`src/rtl/pulse_conditioner_if.sv`:
```
// Channel bus between the pad inputs and the pulse conditioner.
// The master drives the raw pad levels and enable; the slave returns the
// debounced levels and the rising-edge strobes.
interface pulse_conditioner_if #(
  parameter int WIDTH = 8
);
  logic             enable;
  logic [WIDTH-1:0] raw_in;
  logic [WIDTH-1:0] pulse_out;
  logic [WIDTH-1:0] level_out;

  modport master (
    output enable,
    output raw_in,
    input  pulse_out,
    input  level_out
  );

  modport slave (
    input  enable,
    input  raw_in,
    output pulse_out,
    output level_out
  );
endinterface

```
`src/rtl/pulse_conditioner.sv`:
```
// Per-channel pad conditioner: each raw input is synchronised, debounced,
// and turned into a one-cycle strobe on every accepted 0->1 transition.
// The strobe feeds the pulse input of the downstream gray-code counter.
// SYNC_STAGES legal range is 2..3, DEBOUNCE_CYCLES legal range is 1..255.
module pulse_conditioner #(
  parameter int WIDTH           = 8,
  parameter int SYNC_STAGES     = 2,
  parameter int DEBOUNCE_CYCLES = 4
) (
  input  logic                 clk,
  input  logic                 rst_n,
  pulse_conditioner_if.slave   bus
);

  // Counter only has to reach DEBOUNCE_CYCLES-1; keep at least one bit so
  // the DEBOUNCE_CYCLES = 1 case still elaborates.
  localparam int CNT_W = (DEBOUNCE_CYCLES <= 2) ? 1 : $clog2(DEBOUNCE_CYCLES);
  localparam logic [CNT_W-1:0] CNT_MAX = CNT_W'(DEBOUNCE_CYCLES - 1);

  logic [WIDTH-1:0] pulse_vec;
  logic [WIDTH-1:0] level_vec;

  for (genvar gi = 0; gi < WIDTH; gi++) begin : g_chan
    logic [SYNC_STAGES-1:0] sync_q, sync_d;
    logic [CNT_W-1:0]       cnt_q, cnt_d;
    logic                   level_q, level_d;
    logic                   pulse_q, pulse_d;
    logic                   sync;

    // Oldest synchroniser stage is the only one the debouncer may look at.
    assign sync = sync_q[SYNC_STAGES-1];

    // Next-state: synchroniser always shifts; debounce/strobe only while enabled.
    always_comb begin
      sync_d  = {sync_q[SYNC_STAGES-2:0], bus.raw_in[gi]};
      cnt_d   = cnt_q;
      level_d = level_q;
      pulse_d = 1'b0;
      if (bus.enable) begin
        if (sync == level_q) begin
          // Any return to the accepted level discards a partial count.
          cnt_d = '0;
        end else if (cnt_q == CNT_MAX) begin
          level_d = sync;
          cnt_d   = '0;
          // Level differs from sync here, so sync = 1 means a 0->1 acceptance.
          pulse_d = sync;
        end else begin
          cnt_d = cnt_q + CNT_W'(1);
        end
      end
    end

    // State registers with asynchronous clear.
    always_ff @(posedge clk or negedge rst_n) begin
      if (!rst_n) begin
        sync_q  <= '0;
        cnt_q   <= '0;
        level_q <= 1'b0;
        pulse_q <= 1'b0;
      end else begin
        sync_q  <= sync_d;
        cnt_q   <= cnt_d;
        level_q <= level_d;
        pulse_q <= pulse_d;
      end
    end

    assign pulse_vec[gi] = pulse_q;
    assign level_vec[gi] = level_q;
  end

  assign bus.pulse_out = pulse_vec;
  assign bus.level_out = level_vec;

endmodule

```
`src/flat_wrapper.sv`:
```
// flat-port wrapper written by rule: the top's interface ports become plain ports
module pulse_conditioner_flat 
#(
  parameter int WIDTH           = 8,
  parameter int SYNC_STAGES     = 2,
  parameter int DEBOUNCE_CYCLES = 4
)
  (clk, rst_n, bus_enable, bus_raw_in, bus_pulse_out, bus_level_out);
  pulse_conditioner_if #(.WIDTH(WIDTH)) bus_i ();
  input  logic clk;
  input  logic rst_n;
  input wire logic [$bits(bus_i.enable)-1:0] bus_enable;
  input wire logic [$bits(bus_i.raw_in)-1:0] bus_raw_in;
  output wire logic [$bits(bus_i.pulse_out)-1:0] bus_pulse_out;
  output wire logic [$bits(bus_i.level_out)-1:0] bus_level_out;
  assign bus_i.enable = bus_enable;
  assign bus_i.raw_in = bus_raw_in;
  assign bus_pulse_out = bus_i.pulse_out;
  assign bus_level_out = bus_i.level_out;
  pulse_conditioner #(.WIDTH(WIDTH), .SYNC_STAGES(SYNC_STAGES), .DEBOUNCE_CYCLES(DEBOUNCE_CYCLES)) u_core (.clk(clk), .rst_n(rst_n), .bus(bus_i));
endmodule
```
`config.mk`:
```
export PLATFORM = sky130hd
export DESIGN_NAME = pulse_conditioner_flat
export DESIGN_NICKNAME = d
export VERILOG_FILES = /design/src/rtl/pulse_conditioner_if.sv /design/src/rtl/pulse_conditioner.sv /design/src/flat_wrapper.sv
export SDC_FILE = /design/constraint.sdc
export NUM_CORES = 1
export LEC_CHECK = 0
export CORE_MARGIN = 4
export CORE_UTILIZATION = 25
export DETAILED_ROUTE_END_ITERATION = 10
export GPL_ROUTABILITY_DRIVEN = 0
export HOLD_SLACK_MARGIN = 0.12
export PLACE_DENSITY = 0.48
export SLEW_MARGIN = 0
export SYNTH_ARGS = -nofsm -noshare
export SYNTH_HDL_FRONTEND = slang
export SYNTH_SLANG_ARGS = --single-unit
```
`constraint.sdc`:
```
create_clock -name clk -period 2.9 [get_ports clk]
set_clock_uncertainty 0.15 [all_clocks]
set_input_delay 0.725 -clock clk [delete_from_list [all_inputs] [get_ports clk]]
set_output_delay 0.725 -clock clk [all_outputs]
set_load 0.005 [all_outputs]
```
==> reports/qor.txt <==
status - finished clean
period utilization - 72.5%
sequential-to-total area share from yosys stat - 60.2%
static leakage - 1.03 nW
Post-synth top cells - 48 x dfrtp_1, 18 x buf_4, 16 x inv_1, 16 x nand2_1, 10 x o22ai_1
Post-synth top flop - dfrtp_1
clk sinks - 48
total CTS buffers - 5
yosys warns - 0
reg2reg setup slack - 1580 ps
largest net degree at the start of global routing - 41
CP arrival - 1230 ps
#FFs+latches synth - 48
grt total ovfl - 0
HPWL after detailed placement - 1970 um
fin area - 0.00236 mm2
DR vias/cell - 3.93
unrepaired setup endpoints after global routing - no
DR vias - 1080
antenna violations before repair - 0
post-synth cell types - 12
total stage count of the critical path - 1
Routed Antenna Nets - 0
deepest clock path buffer count - 2
Synth area leader - dfrtp_1
WL final - 2810 um
chip width - 97.3 um
Die H - 97.3 um
worst setup path class - flop to output pin
Worst Path Buf+Inv - 1
R2R Path End - u_core.g_chan[0].cnt_q[0]
vias in the first global route - 1132
CP cell instances - clkdlybuf4s50_1
Async SR Flop Fraction - 100%
Critical Path Max Stage Delay - 520 ps
Die ar. - 0.00947 mm2
IO Port Bufs - 26
average size of a mapped cell - 12.8 um2
Worst Reg2Reg Path Length in Cells - 3
DR pass1 iterations - 3
FP Rows - 32
layout cell share with drive strength beyond 1 - 14.5%
cell count after synthesis - 156
drt first-iter violations - 37
CTS clk-pin slew, worst paths - 90 ps
synthesized area - 0.00199 mm2
setup violators final - 0
Fillers - 774
most common cell in the netlist - dfrtp_1
Max-Cap Viols - 0
number of inserted diodes - 0
Initial Utilization - 25.8%
DP Area - 0.00225 mm2
critical path required time - 2030 ps
Hold Path End - u_core.g_chan[5].sync_q[1]
Layout area overhead - 18.4%
max frequency - 476 MHz
Final TNS setup - 0 ps
r2r startpoint - u_core.g_chan[0].cnt_q[0]
HP Start - u_core.g_chan[5].sync_q[0]
post-route insts no fill - 275
clk_lat worst skew - 290 ps
io pins - 27
Tightest Hold Check Type - flop to flop
post-DR wirelength/cell - 10.2 um
syn nets - 175
Post-CTS Resized - 0
top cells by area, synth - dfrtp_1 60%, buf_4 6.8%, ha_1 5.0%, mux2_2 4.5%, o22ai_2 3.8%
EDFF count, synth - 0
drc violations - 0
worst slew pin tran - 590 ps
Max IR drop VDD - 0.000325 V
NumNets Final - 191
core area - 0.00773 mm2
number of post-CTS setup repair buffers - 0
Post-Route Utilization - 30.6%
CP delay by family, top - buffers and inverters
Fin. Hold Viols - 0
CTS tree - yes
first-pass GRT wire length - 5140 um
GRT Total Usage - 6.65%
fin. max-slew vios - 0
post-synth top area share - 60.2%
crit end category - output pin
Tmin final - 2100 ps
Startpoint Class - flop
CTS Hold Bufs - 0
Pwr Density - 877 mW/mm2
Slew headroom - 60.6%
DP Cell Count - 267
H-tree levels - 2
CTS root buf - clkbuf_8
top fanout value on the critical path - 4
slowest CP cell - clkdlybuf4s50_1
hold depth - 0
-- layer usage --
metal	vias to the layer above	routed length, um	track usage (%)
li1	531	-	-
met1	524	1340	8.39
met2	20	1300	10.1
met3	5	132	2.44
met4	0	33	3.19
met5	-	0	0
-- registers in the layout, indices dropped and copies added, names as in the netlist --
signal / count
u_core.g_chan.cnt_q: 16
u_core.g_chan.sync_q: 16
u_core.g_chan.level_q: 8
u_core.g_chan.pulse_q: 8
-- logic make-up (layout without fill, tap and decap cells) --
group           after synthesis  in the layout  share of synthesized area [%]
compound gates               16             16                           6.90
xor+xnor                      8              8                           3.51
fa+ha+maj                     8              8                           5.02
buf+inv                      36             53                           10.3
flops                        48             48                           60.2
mux                           8              8                           4.52
simple gates                 32             32                           9.54
-- power by group --
| group | switching [W] | leakage (nW) | internal, W |
|---|---|---|---|
| sequential | 0.000143 | 0.605 | 0.000851 |
| combinational | 0.000241 | 0.371 | 0.000362 |
| clock | 0.000217 | 0.0552 | 0.000256 |
-- worst max-delay path by stage --
stage,from,to
after detailed placement,bus_enable,u_core.g_chan[3].cnt_q[0]
after floorplan,bus_enable,u_core.g_chan[6].level_q
final,u_core.g_chan[0].level_q,bus_level_out[0]
after global routing,u_core.g_chan[0].level_q,bus_level_out[0]
after global placement,bus_enable,u_core.g_chan[3].level_q
after CTS,u_core.g_chan[1].level_q,bus_level_out[1]
-- cell usage in the layout (no fill, tap or decap) --
cell,instances
buf_2,1
buf_4,3
bufinv_16,1
clkbuf_1,1
clkbuf_8,5
clkdlybuf4s50_1,25
clkinv_2,1
dfrtp_1,48
ha_1,8
inv_1,16
mux2_2,8
nand2_1,16
nor3b_1,8
o22ai_1,10
o22ai_2,6
or3b_1,8
xnor2_1,8
-- area by class of cell --
cell class,instances,area (um2),share of cell area (%)
Inverter,16,60.1,2.54
Clock inverter,2,35.0,1.48
Clock buffer,6,72.6,3.07
Multi-Input combinational cell,72,588,24.9
Tap cell,102,128,5.40
Sequential cell,48,1200,50.8
Timing Repair Buffer,29,278,11.8
-- per-stage QoR --
stage / hold WS, ps / total power (W) / setup slack [ps]
floorplan: 181 / 0.00147 / 1370
global placement: 183 / 0.00160 / 642
detailed placement: 185 / 0.00162 / 626
CTS: 206 / 0.00211 / 773
global route: 213 / 0.00224 / 717
finish: 203 / 0.00207 / 798
(Power assumes the default switching activity.)
